===== config.mk =====
export PLATFORM = sky130hd
export DESIGN_NAME = rock_ramp_scheduler_flat
export DESIGN_NICKNAME = d
export VERILOG_FILES = /design/src/rtl/rock_ramp_scheduler_pkg.sv /design/src/rtl/rock_ramp_scheduler_if.sv /design/src/rtl/rock_ramp_scheduler_dwell_timer.sv /design/src/rtl/rock_ramp_scheduler.sv /design/src/flat_wrapper.sv
export SDC_FILE = /design/constraint.sdc
export NUM_CORES = 1
export LEC_CHECK = 0
export BUFFER_PORTS_ARGS = -buffer_cell sky130_fd_sc_hd__buf_2
export CORE_ASPECT_RATIO = 0.75
export CORE_MARGIN = 1.5
export CORE_UTILIZATION = 25
export CTS_CLUSTER_DIAMETER = 100
export DETAILED_ROUTE_END_ITERATION = 10
export GPL_TIMING_DRIVEN = 0
export HOLD_SLACK_MARGIN = 0.15
export MAX_ROUTING_LAYER = met4
export SKIP_LAST_GASP = 1
export SYNTH_ARGS = -nofsm -noshare
export SYNTH_HDL_FRONTEND = slang
export SYNTH_SLANG_ARGS = --single-unit

===== constraint.sdc =====
create_clock -name clk -period 5.46 [get_ports clk]
set_clock_uncertainty 0.1 [all_clocks]
set_input_delay 0.819 -clock clk [delete_from_list [all_inputs] [get_ports clk]]
set_output_delay 0.819 -clock clk [all_outputs]
set_load 0.02 [all_outputs]

===== src/rtl/rock_ramp_scheduler_pkg.sv =====
// Shared types and default sizing for the cradle-drive A/F ramp scheduler.
package rock_pkg;

    localparam int DEF_W           = 3;
    localparam int DEF_A_MAX       = 7;
    localparam int DEF_F_MAX       = 7;
    localparam int DEF_STEP_CYCLES = 50000;

    typedef enum logic [1:0] {
        IDLE,
        STEP,
        DWELL,
        FIN
    } state_t;

    typedef enum logic [1:0] {
        DEC_A,
        MOV_F,
        INC_A,
        NONE
    } step_sel_t;

endpackage


===== src/rtl/rock_ramp_scheduler_if.sv =====
// Request/setpoint bundle between the search logic (master) and the scheduler (slave).
interface rock_ramp_scheduler_if
    import rock_pkg::*;
#(
    parameter int W = DEF_W
);
    logic         req;
    logic [W-1:0] tgt_A;
    logic [W-1:0] tgt_F;
    logic         abort;
    logic         ack;
    logic         busy;
    logic         done;
    logic [W-1:0] A;
    logic [W-1:0] F;
    logic         err;

    modport master (
        output req, tgt_A, tgt_F, abort,
        input  ack, busy, done, A, F, err
    );

    modport slave (
        input  req, tgt_A, tgt_F, abort,
        output ack, busy, done, A, F, err
    );
endinterface


===== src/rtl/rock_ramp_scheduler_dwell_timer.sv =====
// Load/count-down dwell timer; loaded on every entry to STEP so the STEP cycle
// plus the DWELL cycles span exactly STEP_CYCLES clocks.
module rock_dwell_timer
    import rock_pkg::*;
#(
    parameter int STEP_CYCLES = DEF_STEP_CYCLES,
    localparam int CW         = $clog2(STEP_CYCLES + 1)
) (
    input  logic clk,
    input  logic reset,
    input  logic load,
    input  logic dwell,
    output logic expire
);
    localparam logic [CW-1:0] LOAD_VAL = CW'(STEP_CYCLES - 1);

    logic [CW-1:0] count_reg;
    logic [CW-1:0] count_next;

    always_comb begin
        count_next = count_reg;
        if (load) begin
            count_next = LOAD_VAL;
        end else if (count_reg != '0) begin
            count_next = count_reg - 1'b1;
        end
    end

    always_ff @(posedge clk or negedge reset) begin
        if (!reset) begin
            count_reg <= '0;
        end else begin
            count_reg <= count_next;
        end
    end

    assign expire = dwell && (count_reg == '0);
endmodule


===== src/rtl/rock_ramp_scheduler.sv =====
// Walks the drive A/F setpoints toward a requested target one code per step,
// lowering amplitude first, then moving frequency, then raising amplitude.
module rock_ramp_scheduler
    import rock_pkg::*;
#(
    parameter int W           = DEF_W,
    parameter int A_MAX       = DEF_A_MAX,
    parameter int F_MAX       = DEF_F_MAX,
    parameter int STEP_CYCLES = DEF_STEP_CYCLES
) (
    input  logic                  clk,
    input  logic                  reset,
    rock_ramp_scheduler_if.slave  bus
);
    localparam logic [W:0] A_LIM = (W+1)'(A_MAX);
    localparam logic [W:0] F_LIM = (W+1)'(F_MAX);

    state_t       state_reg, state_next;
    logic [W-1:0] a_reg, a_next;
    logic [W-1:0] f_reg, f_next;
    logic [W-1:0] ta_reg, ta_next;
    logic [W-1:0] tf_reg, tf_next;
    logic         err_reg, err_next;
    step_sel_t    step_sel;
    logic         illegal;
    logic         expire;
    logic         timer_load;

    always_comb begin
        if (a_reg > ta_reg) begin
            step_sel = DEC_A;
        end else if (f_reg != tf_reg) begin
            step_sel = MOV_F;
        end else if (a_reg < ta_reg) begin
            step_sel = INC_A;
        end else begin
            step_sel = NONE;
        end
    end

    assign illegal = ({1'b0, bus.tgt_A} > A_LIM) || ({1'b0, bus.tgt_F} > F_LIM);

    // The arrival check happens in a STEP slot with nothing left to apply, so
    // done trails the last change by the same spacing as between changes.
    always_comb begin
        state_next = state_reg;
        a_next     = a_reg;
        f_next     = f_reg;
        ta_next    = ta_reg;
        tf_next    = tf_reg;
        err_next   = err_reg;
        case (state_reg)
            IDLE: begin
                if (bus.req) begin
                    ta_next = bus.tgt_A;
                    tf_next = bus.tgt_F;
                    if (illegal) begin
                        err_next = 1'b1;
                    end else begin
                        err_next   = 1'b0;
                        state_next = (bus.tgt_A == a_reg && bus.tgt_F == f_reg) ? FIN : STEP;
                    end
                end
            end
            STEP: begin
                if (bus.abort) begin
                    state_next = IDLE;
                end else begin
                    state_next = (STEP_CYCLES == 1) ? STEP : DWELL;
                    case (step_sel)
                        DEC_A:   a_next = a_reg - 1'b1;
                        MOV_F:   f_next = (f_reg < tf_reg) ? f_reg + 1'b1 : f_reg - 1'b1;
                        INC_A:   a_next = a_reg + 1'b1;
                        default: state_next = FIN;
                    endcase
                end
            end
            DWELL: begin
                if (bus.abort) begin
                    state_next = IDLE;
                end else if (expire) begin
                    state_next = STEP;
                end
            end
            FIN:     state_next = IDLE;
            default: state_next = IDLE;
        endcase
    end

    always_ff @(posedge clk or negedge reset) begin
        if (!reset) begin
            state_reg <= IDLE;
            a_reg     <= '0;
            f_reg     <= '0;
            ta_reg    <= '0;
            tf_reg    <= '0;
            err_reg   <= 1'b0;
        end else begin
            state_reg <= state_next;
            a_reg     <= a_next;
            f_reg     <= f_next;
            ta_reg    <= ta_next;
            tf_reg    <= tf_next;
            err_reg   <= err_next;
        end
    end

    assign timer_load = (state_next == STEP);

    rock_dwell_timer #(
        .STEP_CYCLES (STEP_CYCLES)
    ) u_dwell_timer (
        .clk    (clk),
        .reset  (reset),
        .load   (timer_load),
        .dwell  (state_reg == DWELL),
        .expire (expire)
    );

    assign bus.ack  = (state_reg == IDLE) && reset;
    assign bus.busy = (state_reg == STEP) || (state_reg == DWELL);
    assign bus.done = (state_reg == FIN);
    assign bus.A    = a_reg;
    assign bus.F    = f_reg;
    assign bus.err  = err_reg;
endmodule


===== src/flat_wrapper.sv =====
// flat-port wrapper written by rule: the top's interface ports become plain ports
module rock_ramp_scheduler_flat import rock_pkg::*;
#(
    parameter int W           = DEF_W,
    parameter int A_MAX       = DEF_A_MAX,
    parameter int F_MAX       = DEF_F_MAX,
    parameter int STEP_CYCLES = DEF_STEP_CYCLES
)
  (clk, reset, bus_req, bus_tgt_A, bus_tgt_F, bus_abort, bus_ack, bus_busy, bus_done, bus_A, bus_F, bus_err);
  rock_ramp_scheduler_if #(.W(W)) bus_i ();
  input  logic clk;
  input  logic reset;
  input wire logic [$bits(bus_i.req)-1:0] bus_req;
  input wire logic [$bits(bus_i.tgt_A)-1:0] bus_tgt_A;
  input wire logic [$bits(bus_i.tgt_F)-1:0] bus_tgt_F;
  input wire logic [$bits(bus_i.abort)-1:0] bus_abort;
  output wire logic [$bits(bus_i.ack)-1:0] bus_ack;
  output wire logic [$bits(bus_i.busy)-1:0] bus_busy;
  output wire logic [$bits(bus_i.done)-1:0] bus_done;
  output wire logic [$bits(bus_i.A)-1:0] bus_A;
  output wire logic [$bits(bus_i.F)-1:0] bus_F;
  output wire logic [$bits(bus_i.err)-1:0] bus_err;
  assign bus_i.req = bus_req;
  assign bus_i.tgt_A = bus_tgt_A;
  assign bus_i.tgt_F = bus_tgt_F;
  assign bus_i.abort = bus_abort;
  assign bus_ack = bus_i.ack;
  assign bus_busy = bus_i.busy;
  assign bus_done = bus_i.done;
  assign bus_A = bus_i.A;
  assign bus_F = bus_i.F;
  assign bus_err = bus_i.err;
  rock_ramp_scheduler #(.W(W), .A_MAX(A_MAX), .F_MAX(F_MAX), .STEP_CYCLES(STEP_CYCLES)) u_core (.clk(clk), .reset(reset), .bus(bus_i));
endmodule

==> metrics.txt, run 1 <==
outcome=complete, no violations; Port Buffer Count=18; Max Slew Vio Count=0; hold path depth=1; Synth Cell Area=0.001918 sq mm; post-synthesis register bit count=30; Max Fclk=0.3761 GHz; post-cts resize count=0; Finish-stage setup viols=0; Max clock buf depth=2; Die Y=78.86 um; first-pass GRT wire length=6789 um; worst-path cell chain=buf_2, and2_1, buf_2; Reg2Reg Depth=9; clock period minus final worst setup slack=2659 ps; Detailed Place HPWL=2977 um; Total GRT Usage=10.81%; Clk Latency, worst-skew pair=280 ps; hold crit path type=register to register; final hold vios=0; Die ar.=0.008212 sq mm; Largest register FFs=16; TritonCTS Buffers=5; vias=1,472; setup tns final=0 ps; Crit path required time=4540 ps; Wirelength per Cell=12.10 um; DRC violations left=0; Relative slew margins=54.13%; drt total wl=3919 um; largest family of logic cells by synthesized area=simple AND/OR/NAND/NOR gates; Synth Flop Type=dfrtp_1; Hold EP=u_core.ta_reg[1]; IO Count=20; register area share after synthesis=39.14%; startpoint types=primary input; sw frac=43.05%; Post-Synth XOR/XNOR Area=8.676%; initial core utilization=25.93%; GPL Wtd Cong=0.8621; sequential share of power=35.2%; YS warnings=0; R2R Path Start=u_core.bus.A[1]; max-cap violations=0; largest net degree at the start of global routing=32; number of flops mapped to enable cells by yosys=0; syn_area_per_cell=9.687 sq um; worst-path maximum fanout=31; DR vias/cell=4.543; Die Wd=104.1 um; fraction of layout cells with a size suffix above 1=18.02%; CP Capture Type=output pin; fin crit share=48.70%; area added between synthesis and finish=15.72%; vias in the first global route=1,400; net switching power=0.4740 mW; critical path class=primary input to output pin; drt first-iter violations=109; mux share of post-synthesis cell area=4.697%; Post-Synth Simple-Gate Area=20.94%; gr ovfl total=0; Slew @ Worst Pin=688.1 ps; Critical Path AT=1740 ps; RSZ-0062 raised after global routing=false; Compound-Gate Fraction of Synth Area=12.07%; Clock Power Share=16.1%; clk root buf=clkbuf_8; WHS=405.1 ps; Post-CTS Setup Bufs=0; CTS tree=done; end of the worst register-to-register path=u_core.bus.A[2]; initial antenna violation count=1; adder-cell share of the synthesized area=10.57%; Row Count=27; setup slack, reg-to-reg=2930 ps; hold_buf cts=0; biggest cell delay along the critical path=530 ps; clk sinks=30; Syn Nets=223; H-tree levels=2; post-route ant nets=0; Async SR Flop Fraction=100.0%; DRT Pass-1 Iters=5; Int Power=0.6270 mW; Gate power share=48.7%; most frequent CP cell=buf_2; worst hold start=u_core.ta_reg[1]; Pwr per Cell Area=496.0 mW/mm^2; core box area=0.007398 sq mm; slowest library cell on the worst path=buf_2; leakage dissipation=0.9205 nW; Clock transition at path regs=60 ps; Post-Syn Instances=198; # nets final=248; Cell variety after synth=42; worst vdd ir=0.1441 mV
==> cell usage in the layout, fill, tap and decap left out, types with 2 or more instances in the layout <==
| cell type | n |
|---|---|
| inv_1 | 14 |
| dfrtp_1 | 30 |
| xor2_1 | 4 |
| a211o_1 | 2 |
| a2111oi_0 | 2 |
| clkbuf_8 | 6 |
| nand3_1 | 3 |
| nor3_1 | 8 |
| fa_1 | 2 |
| nor4_2 | 2 |
| buf_2 | 18 |
| nor2_1 | 14 |
| a21oi_1 | 6 |
| o21ai_0 | 8 |
| nand4_1 | 3 |
| and2_1 | 4 |
| nor4_1 | 4 |
| nand2_1 | 23 |
| a211oi_1 | 3 |
| nand2b_1 | 5 |
| ha_1 | 13 |
| clkbuf_1 | 3 |
| mux2_2 | 8 |
| xnor2_1 | 15 |
| nor2b_1 | 3 |
==> power by group through the flow <==
| stage | logic, mW | clock network [mW] | registers, mW |
|---|---|---|---|
| detailed placement | 0.536 | 0 | 0.391 |
| floorplan | 0.388 | 0 | 0.398 |
| finish | 0.536 | 0.177 | 0.388 |
| global route | 0.607 | 0.195 | 0.403 |
| global placement | 0.525 | 0 | 0.388 |
| CTS | 0.541 | 0.184 | 0.388 |
==> critical path, delay by kind of cell <==
kind,cells,cell delay (ps)
buf+inv,2,690
simple gates,1,210
==> cell families (layout without fill, tap and decap cells) <==
kind of cell | count (synthesis) | after routing
and+or+nand+nor | 76 | 76
DFF | 30 | 30
adders and majority gates | 15 | 15
AOI/OAI and AO/OA | 31 | 31
buffers and inverters | 18 | 42
muxes | 8 | 8
xor gates and xnor gates | 19 | 19
other | 1 | 2
==> per-layer routing <==
metal | share of wire (%) | routed length (um) | GRT usage [%]
met1 | 52 | 2056 | 14.69
met2 | 41 | 1589 | 14.90
met3 | 5.1 | 200 | 3.120
met5 | 0 | 0 | -
met4 | 1.9 | 73 | 4.583
==> cell usage after synthesis, types with 3 or more instances <==
master,number,area share (%)
nor2b_1,3,0.98
xor2_1,4,1.8
ha_1,13,8.5
mux2_2,8,4.7
nand4_1,3,0.98
inv_1,14,2.7
nor3_1,8,2.1
nor4_1,4,1.3
xnor2_1,15,6.8
nand2_1,23,4.5
nor2_1,14,2.7
dfrtp_1,30,39
nand2b_1,5,1.6
a21oi_1,6,1.6
clkbuf_1,3,0.59
and2_1,4,1.3
nand3_1,3,0.78
o21ai_0,8,2.1
a211oi_1,3,1.2
==> stage by stage <==
step	cell area [sq um]	worst slack (ps)	cells	total power, mW	utilization, %
2_1_floorplan	1918	3037	198	0.7861	-
3_3_place_gp	2135	2732	317	0.9131	28.85
3_5_place_dp	2135	2743	317	0.9278	28.85
4_1_cts	2217	2744	323	1.113	29.97
5_1_grt	2220	2651	324	1.205	30.00
6_report	2220	2801	324	1.101	30.00
==> worst max-delay path by stage <==
stage | startpoint | endpoint | slack, ps | cells past startpoint
3_5_place_dp | reset | bus_ack | 2740 | 3
5_1_grt | reset | bus_ack | 2650 | 3
2_1_floorplan | u_core.bus.A[1] | u_core.bus.A[2] | 3040 | 9
3_3_place_gp | reset | bus_ack | 2730 | 3
4_1_cts | reset | bus_ack | 2740 | 3
6_report | reset | bus_ack | 2800 | 3
==> final cells by class <==
| type | count | area [sq um] |
|---|---|---|
| Multi-Input combinational cell | 150 | 1096 |
| Fill cell | 766 | 5179 |
| Tap cell | 101 | 126.4 |
| Antenna cell | 1 | 2.502 |
| Sequential cell | 30 | 750.7 |
| Timing Repair Buffer | 18 | 90.09 |
| Inverter | 14 | 52.55 |
| Clock buffer | 6 | 82.58 |
| Buffer | 4 | 18.77 |
(Power assumes the default switching activity.)
==> run 2: changes to the inputs <==
==> constraint.sdc (replaced) <==
create_clock -name clk -period 2.4 [get_ports clk]
set_clock_uncertainty 0.1 [all_clocks]
set_input_delay 0.36 -clock clk [delete_from_list [all_inputs] [get_ports clk]]
set_output_delay 0.36 -clock clk [all_outputs]
set_load 0.02 [all_outputs]
==> metrics.txt, run 2 (synthesized netlist as in run 1, its figures left out) <==
Detailed Place HPWL=3055 um; R2R Path Start=u_core.u_dwell_timer.count_reg[0]; critical path class=register to register; worst setup path end=u_core.u_dwell_timer.count_reg[7]; CTS tree=done; fraction of layout cells with a size suffix above 1=25.11%; GPL Wtd Cong=0.8849; Wirelength per Cell=12.85 um; Clk Latency, worst-skew pair=280 ps; core box area=0.007398 sq mm; Max Slew Vio Count=0; Reg2Reg Depth=8; vias=1,522; gr ovfl total=0; first-pass GRT wire length=7300 um; worst vdd ir=0.3658 mV; Pwr per Cell Area=1170 mW/mm^2; startpoint types=register; H-tree levels=2; TritonCTS Buffers=5; DRC violations left=0; most common cell after layout, fill and taps aside=dfrtp_1; CP Capture Type=register; Total GRT Usage=11.48%; hold path depth=2; clock period minus final worst setup slack=2364 ps; worst-path maximum fanout=9; DR vias/cell=4.626; # nets final=253; worst-path cell chain=inv_1, ha_1, nor3b_2, and2_1, clkbuf_1, a2111oi_0, xnor2_1, nor2_1; clk sinks=30; Finish-stage setup viols=0; Clock transition at path regs=60 ps; fin crit share=98.50%; Slew @ Worst Pin=653.6 ps; Max Fclk=0.4230 GHz; biggest cell delay along the critical path=640 ps; drt total wl=4228 um; Critical Path AT=2430 ps; initial antenna violation count=1; placed cells=317; RSZ-0062 raised after global routing=true; area added between synthesis and finish=22.77%; Die Y=78.86 um; leakage dissipation=0.9661 nW; largest net degree at the start of global routing=32; initial core utilization=25.93%; IO Count=20; most frequent cells in the layout=dfrtp_1, nand2_1, buf_2; outcome=complete, no violations; drt first-iter violations=76; slowest library cell on the worst path=a2111oi_0; Port Buffer Count=18; Row Count=27; Post-Layout Cell Count=329; end of the worst register-to-register path=u_core.u_dwell_timer.count_reg[7]; clk root buf=clkbuf_8; Tot Pwr=2.754 mW; setup slack, reg-to-reg=40 ps; Worst setup startpoint=u_core.u_dwell_timer.count_reg[0]; Largest register FFs=16; Die ar.=0.008212 sq mm; vias in the first global route=1,545; Relative slew margins=55.30%; Max clock buf depth=2; DRT Pass-1 Iters=4; max-cap violations=0; Die Wd=104.1 um; hold crit path type=primary input to register; Crit path required time=2470 ps; post-route ant nets=0; final hold vios=0
[run 2: how the worst min path moves through the flow]
| stage | start | end | slack [ps] |
|---|---|---|---|
| finish | bus_abort | u_core.state_reg[1] | 220 |
| global placement | reset | u_core.u_dwell_timer.count_reg[13] | 360 |
| floorplan | reset | u_core.bus.A[0] | -40 |
| CTS | bus_abort | u_core.state_reg[1] | 220 |
| detailed placement | reset | u_core.u_dwell_timer.count_reg[13] | 360 |
| global route | bus_abort | u_core.state_reg[1] | 230 |
[run 2: where the power goes]
| part | internal, mW | leakage (nW) | switching (mW) |
|---|---|---|---|
| clock network | 0.221 | 0.0431 | 0.185 |
| logic | 0.659 | 0.570 | 0.793 |
| registers | 0.679 | 0.353 | 0.217 |
| total | 1.56 | 0.966 | 1.20 |
[run 2: what timing repair did]
| item | in CTS | in global routing |
|---|---|---|
| setup buffers | 3 | 2 |
| pin swaps | 3 | 3 |
| hold buffers | 1 | 0 |
| endpoints found under the hold margin | 30 | 0 |
| gates resized for setup | 4 | 14 |
| setup endpoints to repair | 3 | 19 |
[run 2: area by class of cell]
class / count / area (sq um)
diodes: 1 / 2.502
plain buffers: 3 / 15.01
clock buffers: 6 / 82.58
fillers: 741 / 5044
inverters: 14 / 52.55
multi-input cells: 150 / 1169
flip-flops and latches: 30 / 754.5
well taps: 101 / 126.4
repair buffers: 24 / 152.6
[run 2: metal layers]
layer | routed length, um | global-route usage (%) | up-vias
met3 | 198 | 3.859 | 6
li1 | - | - | 751
met2 | 1893 | 17.09 | 26
met1 | 2065 | 14.37 | 739
met4 | 71 | 4.722 | 0
met5 | 0 | - | -
[run 2: through the flow]
step	hold slack (ps)	setup TNS, ps	worst slack, ps	utilization, %	cell area, sq um
2_1_floorplan	-35.59	0	18.29	-	1919
3_3_place_gp	362.3	-80.00	-56.70	28.87	2136
5_1_grt	228.8	-70.47	-62.95	31.83	2355
3_5_place_dp	356.2	-133.2	-89.91	28.87	2136
4_1_cts	217.7	0	11.30	30.78	2277
6_report	221.0	0	35.93	31.83	2355
[run 2: worst max-delay path: cells and delay by family, from the launching register on]
kind                     cells  cell delay (ps)
AO/OA/AOI/OAI                1              640
flip-flops                   1              410
AND/OR/NAND/NOR              3              390
buffers and inverters        2              280
XOR/XNOR                     1              210
adder cells (fa/ha/maj)      1              190
